### config.mk
export PLATFORM = sky130hd
export DESIGN_NAME = interp_loop_counter
export DESIGN_NICKNAME = d
export VERILOG_FILES = /design/src/rtl/interp_loop_counter.sv
export SDC_FILE = /design/constraint.sdc
export NUM_CORES = 1
export LEC_CHECK = 0
export CAP_MARGIN = 20
export CORE_MARGIN = 3
export CORE_UTILIZATION = 44
export CTS_BUF_LIST = sky130_fd_sc_hd__clkbuf_8 sky130_fd_sc_hd__clkbuf_16
export CTS_CLUSTER_DIAMETER = 30
export DETAILED_ROUTE_END_ITERATION = 16
export PLACE_DENSITY_LB_ADDON = 0.25
export SYNTH_ARGS = -nofsm -noshare
export SYNTH_HDL_FRONTEND = slang
export SYNTH_SLANG_ARGS = --single-unit
export TNS_END_PERCENT = 20
### constraint.sdc
create_clock -name clk -period 2.4 [get_ports clk]
set_input_delay 0.24 -clock clk [delete_from_list [all_inputs] [get_ports clk]]
set_output_delay 0.24 -clock clk [all_outputs]
set_load 0.03 [all_outputs]
### src/rtl/interp_loop_counter.sv
// Two-level (row, column) loop counter for buffer interpolation: walks columns by a
// latched step up to a latched limit, wraps into the next row, and pulses done at the end.
module interp_loop_counter #(
    parameter int COL_W = 4,
    parameter int ROW_W = 4
) (
    input  logic             clk,
    input  logic             rst,
    input  logic             start,
    input  logic             clear,
    input  logic             stall,
    input  logic [COL_W-1:0] col_last,
    input  logic [ROW_W-1:0] row_last,
    input  logic [COL_W-1:0] col_step,
    output logic [COL_W-1:0] col,
    output logic [ROW_W-1:0] row,
    output logic             valid,
    output logic             last_col,
    output logic             busy,
    output logic             done
);

    typedef enum logic [1:0] {
        IDLE,
        RUN,
        DONE
    } state_t;

    state_t             state;
    state_t             state_nx;
    logic [COL_W-1:0]   col_last_q;
    logic [COL_W-1:0]   col_step_q;
    logic [ROW_W-1:0]   row_last_q;
    logic [COL_W:0]     col_sum;
    logic               wrap;

    // One extra bit so a limit of all-ones with any step still wraps instead of overflowing.
    assign col_sum = {1'b0, col} + {1'b0, col_step_q};
    assign wrap    = col_sum > {1'b0, col_last_q};

    always_comb begin
        state_nx = state;
        case (state)
            IDLE:    if (start) state_nx = RUN;
            RUN:     if (!stall && wrap && (row == row_last_q)) state_nx = DONE;
            DONE:    state_nx = IDLE;
            default: state_nx = IDLE;
        endcase
        if (clear) state_nx = IDLE;
    end

    always_comb begin
        valid    = 1'b0;
        last_col = 1'b0;
        busy     = 1'b0;
        done     = 1'b0;
        if (state == RUN) begin
            valid    = !stall;
            last_col = !stall && wrap;
        end
        if (state != IDLE) busy = 1'b1;
        if (state == DONE) done = 1'b1;
    end

    always_ff @(posedge clk or posedge rst) begin
        if (rst) begin
            state      <= IDLE;
            col        <= '0;
            row        <= '0;
            col_last_q <= '0;
            row_last_q <= '0;
            col_step_q <= '0;
        end else begin
            state <= state_nx;
            if (clear) begin
                col <= '0;
                row <= '0;
            end else begin
                case (state)
                    IDLE: begin
                        col <= '0;
                        row <= '0;
                        if (start) begin
                            col_last_q <= col_last;
                            row_last_q <= row_last;
                            // A zero step would never terminate; treat it as unit step.
                            col_step_q <= (col_step == '0) ? COL_W'(1) : col_step;
                        end
                    end
                    RUN: begin
                        if (!stall) begin
                            if (!wrap) begin
                                col <= col_sum[COL_W-1:0];
                            end else if (row != row_last_q) begin
                                col <= '0;
                                row <= row + ROW_W'(1);
                            end
                        end
                    end
                    DONE: begin
                        col <= '0;
                        row <= '0;
                    end
                    default: begin
                        col <= '0;
                        row <= '0;
                    end
                endcase
            end
        end
    end

endmodule

==> summary.txt, run 1 <==
Power and ir drop
  • Pwr Density: 812 nW/um2
  • Sw Ratio: 32.4%
  • Leakage power: 0.000863 uW
  • VDD IR max: 603 uV
  • Clock power frac: 22.6%
  • Gate power share: 46.9%
  • Psw: 501 uW
  • Internal power: 1040 uW
  • Tot Pwr: 1550 uW
  • Register share of total power: 30.5%

Routing
  • Per-cell routed wire length: 16.0 um
  • DR DRC count: 0
  • Remaining antenna violation count: 0
  • Via count: 1,067
  • WL final: 3150 um
  • Drt pass-1 iters: 4
  • DR vias/cell: 5.42
  • Iter 0 DRT Violations: 24

Worst setup path
  • Worst path buffer plus inverter count: 2
  • Critical path fanouts, max: 3
  • Critical Path AT: 2.58 ns
  • WS Path Type: register to output port
  • CP Data Required Time: 2.16 ns
  • Crit path capture type: output port
  • Max stage delay on crit path: 0.40 ns
  • Top delay family on crit path: adder cells
  • Worst setup SP type: register
  • Crit path cell chain: ha_4 > inv_2 > fa_2 > xnor2_2 > ha_1 > nand4b_1 > nand3_1 > a221o_4 > nor3b_4 > buf_6
  • Slowest CP cell: dfrtp_2

Clock network
  • TritonCTS Buffers: 3
  • CTS tree: yes
  • Root buf cell: clkbuf_8
  • Worst skew pair latency: 0.27 ns
  • Cts hold-fix bufs: 0
  • CTS max path bufs: 2
  • Htree depth: 1
  • Clock Sinks: 22
  • Reg clk slew, reported paths: 0.08 ns

Synthesis
  • Area leader, netlist: dfrtp_1
  • Flop and latch count out of synthesis: 22
  • Top cells by count, synth: dfrtp_1 (22), nand2_1 (13), inv_1 (10), ha_1 (9), mux2_2 (7)
  • Fraction of registers with async set/reset: 100%
  • Top post-synthesis cells by area: dfrtp_1 (43%), ha_1 (8.9%), mux2_2 (6.2%), mux2i_1 (4.7%), xnor2_1 (4.1%)
  • Netlist cell types: 33
  • Net Count, Synth: 147
  • Syn Inst Count: 120
  • Count leader, synth: dfrtp_1
  • Number of synthesized flops with an enable pin: 0
  • Syn_area_per_cell: 10.6 um2
  • Synth warn: 0
  • Post-synthesis sequential area ratio: 43.3%
  • Synth Cell Area: 1270 um2
  • Area share of the largest cell type after synthesis: 43.3%
  • Ys flop type: dfrtp_1

Outcome
  • Outcome: complete, but fails checks
  • Failing checks: negative setup slack

Floorplanning
  • Core area: 2610 um2
  • Effective utilization at floorplan: 48.7%
  • Site Rows: 18
  • IO Pins: 29
  • Die H: 59.8 um
  • Die area: 3570 um2
  • Die Width: 59.8 um

Job
  • Reported max-cap violation count: 0

Worst hold path
  • HP Class: primary input to asynchronous set/reset pin

GRT
  • Gr ovfl total: 0
  • Pin count of the biggest net entering global routing: 16
  • First-pass GRT wire length: 5110 um
  • Vias in the first global route: 1,085
  • Initial antenna violation count: 0
  • Global Route Usage Sum: 19.6%

Placed design
  • Routability cong.: 0.868
  • Port bufs: 28
  • Final HPWL DP: 2330 um

STA
  • Headroom to the max-slew limit: 63.1%
  • Final Hold Fails: 0
  • Final Worst Setup Slack: -0.420 ns
  • Measured slew at the worst slew-check pin: 0.553 ns
  • Highest clock rate: 0.355 GHz
  • Tcrit/Tclk final: 118%
  • Clk_skew: 0.00343 ns
  • RSZ-0062 raised after global routing: true
  • Slew Limit Fails: 0
  • Final setup vio count: 11
  • Tmin final: 2.82 ns

Finish
  • Nets: 195
  • N_diodes: 0
  • Area grow syn2layout: 49.8%
  • Layout cells sized above 1: 31.7%
  • Final Util: 72.9%
[area by class of cell]
| type | count | area [um2] |
|---|---|---|
| clock inverter | 1 | 30.0 |
| timing repair buffer | 45 | 417 |
| fill | 175 | 708 |
| tap | 30 | 37.5 |
| clock buffer | 3 | 41.3 |
| multi-input combinational | 86 | 788 |
| inverter | 10 | 37.5 |
| sequential | 22 | 553 |
[per-stage QoR]
step | instances | instance area [um2] | TNS [ns] | setup slack (ns) | hold slack [ns]
floorplan | 120 | 1320 | -1.10 | -0.163 | 0.229
detailed placement | 186 | 1700 | -3.52 | -0.705 | 0.512
finish | 197 | 1900 | -2.99 | -0.420 | 0.306
CTS | 194 | 1870 | -3.41 | -0.457 | 0.325
global route | 197 | 1900 | -4.22 | -0.527 | 0.355
global placement | 186 | 1700 | -3.14 | -0.675 | 0.508
[kinds of logic after synthesis]
| kind of cell | share of synthesized area, % |
|---|---|
| multiplexers | 10.9 |
| AND/OR/NAND/NOR | 18.3 |
| AO/OA/AOI/OAI | 8.96 |
| buffers and inverters | 3.94 |
| XOR/XNOR | 4.13 |
| adder cells (fa/ha/maj) | 10.4 |
| flip-flops | 43.3 |
[flip-flops by register name, summed over array words and instances (netlist names)]
| signal | cells |
|---|---|
| col | 4 |
| col_last_q | 4 |
| col_step_q | 4 |
| row | 4 |
| row_last_q | 4 |
| state | 2 |
[metal layers]
metal  part of all wire [%]  up-vias  routed length (um)  track usage (%)
li1                       -      510                   -                -
met1                     43      508                1360             25.2
met2                     49       42                1540             33.5
met3                    6.6        7                 207             3.02
met4                    1.4        0                  44             6.65
met5                      0        -                   0                0
[what timing repair did]
action,in CTS,in global routing
gates cloned,0,0
endpoints found under the setup margin,11,11
pin swaps,13,4
buffers inserted,4,3
gates resized for setup,18,2
[cells in the final DEF, fill, tap and decap left out, types with 2 or more instances in the layout]
cell,netlist,layout
inv_2,0,2
nor2b_1,2,2
nand2_1,13,12
nor3b_4,1,2
dfrtp_1,22,20
dfrtp_2,0,2
clkdlybuf4s50_1,0,27
mux2i_1,6,6
or3_1,2,2
nand4_1,2,2
xnor2_1,6,4
nand3_1,6,5
mux2_2,7,7
inv_1,10,8
ha_4,0,5
clkbuf_8,0,3
a21o_1,3,3
nand2b_1,2,2
nor2_1,6,6
xnor2_2,0,2
o21ai_0,4,4
a21oi_2,0,2
buf_4,1,16
ha_1,9,4
[power by group through the flow]
stage	clock [uW]	sequential, uW	combinational (uW)
detailed placement	0	478	549
global route	376	479	781
floorplan	0	480	368
finish	349	472	725
CTS	356	472	669
global placement	0	476	539
[path summary, 6_finish.rpt]
kind	from	end	slack, ns	cells after the start
max	col[0]$_DFFE_PP0P_	last_col	-0.42	10
min	rst	col[0]$_DFFE_PP0P_	0.31	2
max reg2reg	col[0]$_DFFE_PP0P_	col[2]$_DFFE_PP0P_	-0.35	12
min reg2reg	col_step_q[3]$_DFFE_PP0P_	col_step_q[3]$_DFFE_PP0P_	0.53	1
max in group asynchronous	rst	col_step_q[0]$_DFFE_PP0P_	1.57	3
min in group clk	col_last[1]	col_last_q[1]$_DFFE_PP0P_	0.52	3
Power figures use the tool's default switching activity.
==> run 2: changes to the inputs <==
CAP_MARGIN = unset   (was 20)
CORE_ASPECT_RATIO = 1.1   (was unset)
==> run 2 against run 1 <==
Net effect:
- via count is 2.9% lower
- the flow still finishes with violations (negative setup slack)
- critical path type unchanged
- highest routed layer unchanged
- combinational power is 2% lower
- wire length fell by 7.5%
- cell count up 0.51%
- maximum frequency decreased by 1.7%
- sequential power hardly changed
- clock skew grew 0.0047 ns
- hold slack better by 0.00057 ns
- count of clock-buffer cells in the layout unchanged
==> summary.txt, run 2 (synthesis results as in run 1) <==
STA
  • Final Worst Setup Slack: -0.468 ns (-0.0474 ns)
  • Slew Limit Fails: 0 (unchanged)
  • Final Hold Fails: 0 (unchanged)
  • Measured slew at the worst slew-check pin: 0.550 ns (-0.00349 ns)
  • Tmin final: 2.87 ns (+0.0474 ns)
  • Clk_skew: 0.00810 ns (+0.00468 ns)
  • Headroom to the max-slew limit: 63.3% (+0.23 points)
  • Highest clock rate: 0.349 GHz (-1.7%)
  • Hold WS: 0.307 ns (+0.000571 ns)
  • RSZ-0062 raised after global routing: true
  • Final setup vio count: 11 (unchanged)
  • Tcrit/Tclk final: 119% (+2.0 points)

Floorplanning
  • Die Width: 57.3 um (-4.2%)
  • Die area: 3570 um2 (about the same)
  • Die H: 62.4 um (+4.4%)
  • Effective utilization at floorplan: 48.6% (about the same)
  • Site Rows: 19 (+1)
  • IO Pins: 29 (unchanged)
  • Core area: 2620 um2 (about the same)

Worst setup path
  • Critical path fanouts, max: 4 (+1)
  • Worst setup SP type: register
  • Critical Path AT: 2.63 ns (+0.05 ns)
  • WS Path Type: register to output port
  • Crit path capture type: output port
  • Worst Setup SP: col_step_q[1]$_DFFE_PP0P_
  • Max stage delay on crit path: 0.42 ns (+0.02 ns)
  • Slowest CP cell: dfrtp_1
  • Crit path cell chain: ha_4 > a21o_1 > a21oi_2 > xnor2_2 > ha_1 > a21oi_2 > nand3_2 > a221o_4 > nor3b_4 > buf_6
  • CP Data Required Time: 2.16 ns (about the same)
  • Crit Reg-Reg Startpoint: col_step_q[1]$_DFFE_PP0P_
  • Most frequent CP cell: a21oi_2

Power and ir drop
  • Clock power frac: 16.8% (-5.8 points)
  • Sw Ratio: 34.5% (+2.1 points)
  • Register share of total power: 33.1% (+2.6 points)
  • Pwr Density: 771 nW/um2 (-5.1%)
  • Internal power: 930 uW (-11%)
  • Psw: 491 uW (-2.0%)
  • Leakage power: 0.000856 uW (-0.84%)
  • Gate power share: 50.1% (+3.2 points)
  • VDD IR max: 543 uV (-9.9%)
  • Tot Pwr: 1420 uW (-8.0%)

Placed design
  • Final HPWL DP: 2150 um (-7.9%)
  • Inst Count DP: 187 (+0.54%)
  • Placement Setup Slack: -0.698 ns (+0.00692 ns)
  • Port bufs: 28 (unchanged)
  • Routability cong.: 0.806 (-7.2%)

GRT
  • Global Route Usage Sum: 18.2% (-1.4 points)
  • Gr ovfl total: 0 (unchanged)
  • First-pass GRT wire length: 5090 um (-0.39%)
  • Vias in the first global route: 1,052 (-3.0%)
  • Pin count of the biggest net entering global routing: 19 (+3)
  • Initial antenna violation count: 0 (unchanged)

Routing
  • Per-cell routed wire length: 14.7 um (-8.0%)
  • DR vias/cell: 5.23 (-3.4%)
  • DR DRC count: 0 (unchanged)
  • WL final: 2910 um (-7.5%)
  • Remaining antenna violation count: 0 (unchanged)
  • Via count: 1,036 (-2.9%)
  • Drt pass-1 iters: 4 (unchanged)
  • Iter 0 DRT Violations: 25 (+4.2%)

Outcome
  • Outcome: complete, but fails checks
  • Failing checks: negative setup slack

Finish
  • Layout cells sized above 1: 28.7% (-3.0 points)
  • Area grow syn2layout: 45.1%
  • Most frequent cells in the layout: clkdlybuf4s50_1 (27), dfrtp_1 (20), buf_4 (16)
  • Post-route insts no fill: 198 (+0.51%)
  • Nets: 195 (unchanged)
  • N_diodes: 0 (unchanged)
  • Commonest non-fill, non-tap cell in the layout: clkdlybuf4s50_1

Clock network
  • Reg clk slew, reported paths: 0.08 ns (about the same)
  • TritonCTS Buffers: 3 (unchanged)
  • Worst skew pair latency: 0.27 ns (about the same)
  • CTS tree: yes
  • Cts hold-fix bufs: 0 (unchanged)
  • Htree depth: 1 (unchanged)
  • Clock Sinks: 22 (unchanged)
  • Root buf cell: clkbuf_8
  • CTS max path bufs: 2 (unchanged)

Worst hold path
  • HP Class: primary input to asynchronous set/reset pin

Job
  • Reported max-cap violation count: 0 (unchanged)
[run 2: cell type report]
class / instances / area, um2
Clock buffer: 3 / 41.3
Clock inverter: 1 / 3.75
Fill cell: 200 / 771
Inverter: 10 / 37.5
Multi-Input combinational cell: 86 / 757
Sequential cell: 22 / 553
Tap cell: 31 / 38.8
Timing Repair Buffer: 45 / 413
[run 2: power groups by stage]
stage | registers (uW) | clock network, uW | logic, uW
2_1_floorplan | 480 | 0 | 368
3_3_place_gp | 475 | 0 | 550
3_5_place_dp | 478 | 0 | 567
4_1_cts | 471 | 244 | 682
5_1_grt | 478 | 263 | 780
6_report | 471 | 238 | 712
[run 2: final timing paths]
kind                                              to  slack (ns)  cells after the start
max                                         last_col       -0.47                     10
min                               row[2]$_DFFE_PP0P_        0.31                      2
max reg2reg                       col[3]$_DFFE_PP0P_       -0.40                     12
min reg2reg                col_step_q[2]$_DFFE_PP0P_        0.53                      1
max in group asynchronous         col[1]$_DFFE_PP0P_        1.54                      3
min in group clk           col_last_q[1]$_DFFE_PP0P_        0.52                      3
[run 2: routing by layer]
layer | wire length (um) | vias up | global-route usage (%)
li1 | - | 511 | -
met1 | 1330 | 489 | 24.8
met2 | 1390 | 31 | 28.6
met3 | 138 | 5 | 2.69
met4 | 56 | 0 | 7.83
met5 | 0 | - | 0
[run 2: timing repair]
action / in CTS / in global routing
pin swaps: 6 / 6
cloned: 0 / 0
setup endpoints to repair: 11 / 11
endpoints found under the hold margin: 0 / 0
resized for setup: 12 / 3
setup buffers: 6 / 1
[run 2: critical path, delay by kind of cell (launching register included)]
| kind | cells | cell delay (ns) |
|---|---|---|
| xor gates and xnor gates | 1 | 0.09 |
| buffers and inverters | 1 | 0.15 |
| adders and majority gates | 2 | 0.59 |
| and+or+nand+nor | 2 | 0.23 |
| DFF | 1 | 0.42 |
| AOI/OAI and AO/OA | 4 | 0.87 |
[run 2: through the flow]
step | area, um2 | utilization, % | TNS, ns
floorplan | 1320 | - | -1.10
global placement | 1700 | 64.9 | -2.46
detailed placement | 1700 | 64.9 | -2.87
CTS | 1820 | 69.5 | -3.25
global route | 1840 | 70.5 | -4.35
finish | 1840 | 70.5 | -3.12
==> run 3: changes to the inputs <==
REMOVE_ABC_BUFFERS = 1   (was unset)
==> run 3 against run 2 <==
Net effect:
- the run still ends with negative setup slack left
- core utilization is 1.4 points lower
- die area unchanged
- register-to-register slack better by 0.07 ns
- clock skew decreased by 0.00056 ns
- count of clock-buffer cells in the layout rose by 1
- sequential cell count stayed put
- first-iteration DRC count decreased by 4.0%
- setup slack got worse by 0.081 ns
- critical path depth is the same
- critical path type unchanged
- largest cell class unchanged
- largest power group unchanged
==> summary.txt, run 3 (synthesis results as in run 1) <==
Finish
  • Fillcell total: 215 (+7.5%)
  • Nets: 192 (-1.5%)
  • Layout cells sized above 1: 26.2% (-2.5 points)
  • Area grow syn2layout: 42.2%
  • N_diodes: 0 (unchanged)
  • Most frequent cells in the layout: clkdlybuf4s50_1 (27), dfrtp_1 (22), buf_4 (13)
  • Final Util: 69.1% (-1.4 points)
  • Commonest non-fill, non-tap cell in the layout: clkdlybuf4s50_1
  • Fin area: 1810 um2 (-2.0%)

Floorplanning
  • Die area: 3570 um2 (unchanged)
  • IO Pins: 29 (unchanged)
  • Core area: 2620 um2 (unchanged)
  • Site Rows: 19 (unchanged)
  • Effective utilization at floorplan: 48.6% (unchanged)
  • Die Width: 57.3 um (unchanged)
  • Die H: 62.4 um (unchanged)

STA
  • RSZ-0062 raised after global routing: true
  • Measured slew at the worst slew-check pin: 0.871 ns (+0.321 ns)
  • Tmin final: 2.95 ns (+0.0807 ns)
  • Clk_skew: 0.00755 ns (-0.000559 ns)
  • TNS Setup: -3.02 ns (+0.101 ns)
  • Final Worst Setup Slack: -0.548 ns (-0.0807 ns)
  • Highest clock rate: 0.339 GHz (-2.7%)
  • Slew Limit Fails: 0 (unchanged)
  • Tcrit/Tclk final: 123% (+3.4 points)
  • Headroom to the max-slew limit: 41.9% (-21 points)
  • Final Hold Fails: 0 (unchanged)
  • Final setup vio count: 11 (unchanged)

Power and ir drop
  • VDD IR max: 482 uV (-11%)
  • Psw: 476 uW (-3.0%)
  • Pwr Density: 767 nW/um2 (-0.52%)
  • Register share of total power: 33.5% (+0.4 points)
  • Gate power share: 46.7% (-3.4 points)
  • Leakage power: 0.000840 uW (-1.8%)
  • Internal power: 910 uW (-2.2%)
  • Clock power frac: 19.9% (+3.1 points)
  • Sw Ratio: 34.3% (-0.20 points)

Outcome
  • Outcome: complete, but fails checks
  • Failing checks: negative setup slack

Worst setup path
  • Crit path capture type: output port
  • Crit path cell chain: ha_2 > inv_1 > fa_2 > xnor2_2 > ha_1 > nand4b_1 > nand3_1 > a221o_4 > nor3b_1 > buf_4
  • Critical path fanouts, max: 3 (-1)
  • WS Path Type: register to output port
  • Worst setup SP type: register
  • Slowest CP cell: a221o_4
  • CP Data Required Time: 2.16 ns (about the same)
  • Critical Path AT: 2.71 ns (+0.08 ns)
  • Max stage delay on crit path: 0.40 ns (-0.02 ns)

GRT
  • Gr ovfl total: 0 (unchanged)
  • Vias in the first global route: 1,095 (+4.1%)
  • Initial antenna violation count: 0 (unchanged)
  • First-pass GRT wire length: 5180 um (+1.7%)
  • Pin count of the biggest net entering global routing: 23 (+4)
  • Global Route Usage Sum: 18.8% (+0.63 points)

Placed design
  • Port bufs: 28 (unchanged)
  • Routability cong.: 0.848 (+5.3%)
  • Dpl cell area: 1680 um2 (-1.3%)
  • Final HPWL DP: 2280 um (+6.2%)

Clock network
  • Clock Sinks: 22 (unchanged)
  • Worst skew pair latency: 0.27 ns (about the same)
  • CTS max path bufs: 2 (unchanged)
  • Reg clk slew, reported paths: 0.08 ns (about the same)
  • TritonCTS Buffers: 3 (unchanged)
  • CTS tree: yes
  • Cts hold-fix bufs: 0 (unchanged)
  • Htree depth: 1 (unchanged)
  • Root buf cell: clkbuf_8

Routing
  • DR vias/cell: 5.45 (+4.2%)
  • Iter 0 DRT Violations: 24 (-4.0%)
  • WL final: 3040 um (+4.4%)
  • Drt pass-1 iters: 4 (unchanged)
  • DR DRC count: 0 (unchanged)
  • Per-cell routed wire length: 15.6 um (+6.0%)
  • Via count: 1,063 (+2.6%)
  • Remaining antenna violation count: 0 (unchanged)

Job
  • Reported max-cap violation count: 0 (unchanged)

Worst hold path
  • HP Class: primary input to asynchronous set/reset pin
[run 3: changes by cell type in the layout (fill, tap and decap cells not counted)]
| cell | before | now |
|---|---|---|
| ha_2 | 0 | 1 |
| clkbuf_8 | 3 | 4 |
| inv_1 | 10 | 9 |
| nor3b_4 | 2 | 1 |
| nor3b_1 | 0 | 1 |
| dfrtp_2 | 2 | 0 |
| buf_4 | 16 | 13 |
| dfrtp_1 | 20 | 22 |
| ha_4 | 3 | 2 |
[run 3: worst paths after layout]
path	start	endpoint	slack, ns	cells past startpoint
worst min register to register	col_step_q[2]$_DFFE_PP0P_	col_step_q[2]$_DFFE_PP0P_	0.52	1
worst max-delay path	col_step_q[0]$_DFFE_PP0P_	last_col	-0.55	10
max in group asynchronous	rst	col_last_q[3]$_DFFE_PP0P_	1.42	2
min in group clk	col_step_q[2]$_DFFE_PP0P_	col_step_q[2]$_DFFE_PP0P_	0.52	1
worst min-delay path	rst	col[0]$_DFFE_PP0P_	0.44	2
worst max register to register	col_step_q[0]$_DFFE_PP0P_	col[0]$_DFFE_PP0P_	-0.33	11
[run 3: critical path, delay by kind of cell (launching register included)]
family | cells | cell delay [ns]
adder cells (fa/ha/maj) | 3 | 0.85
XOR/XNOR | 1 | 0.21
flip-flops | 1 | 0.36
buffers and inverters | 2 | 0.24
AND/OR/NAND/NOR | 3 | 0.36
AO/OA/AOI/OAI | 1 | 0.40
[run 3: cell type report]
cell class / count / area (um2) / area share [%]
Sequential cell: 22 / 551 / 30.4
Clock buffer: 4 / 55.1 / 3.04
Multi-Input combinational cell: 86 / 736 / 40.7
Inverter: 10 / 37.5 / 2.08
Tap cell: 31 / 38.8 / 2.15
Timing Repair Buffer: 42 / 390 / 21.6
[run 3: metrics by stage]
| step | setup WS (ns) | hold slack [ns] | std cells | total power, uW |
|---|---|---|---|---|
| CTS | -0.511 | 0.466 | 195 | 1310 |
| global route | -0.640 | 0.510 | 195 | 1470 |
| global placement | -0.664 | 0.503 | 190 | 1000 |
| finish | -0.548 | 0.440 | 195 | 1390 |
| detailed placement | -0.698 | 0.512 | 190 | 1020 |
| floorplan | -0.593 | 0.229 | 118 | 820 |
[run 3: power by group through the flow]
| stage | combinational (uW) | sequential, uW | clock (uW) |
|---|---|---|---|
| after global placement | 532 | 469 | 0 |
| after detailed placement | 548 | 473 | 0 |
| final | 647 | 464 | 276 |
| after CTS | 565 | 465 | 282 |
| after global routing | 704 | 473 | 296 |
| after floorplan | 345 | 474 | 0 |
[run 3: repair_timing]
action,4_1_cts,5_1_grt
resized for setup,11,10
buffers inserted,1,0
endpoints found under the setup margin,11,11
pin swaps,5,4
[run 3: per-layer routing]
layer	global-route usage, %	vias up	part of all wire [%]
met5	0	-	0
met4	9.57	0	2.6
met1	23.2	512	41
met2	30.4	40	50
met3	4.34	7	6.6
li1	-	504	-
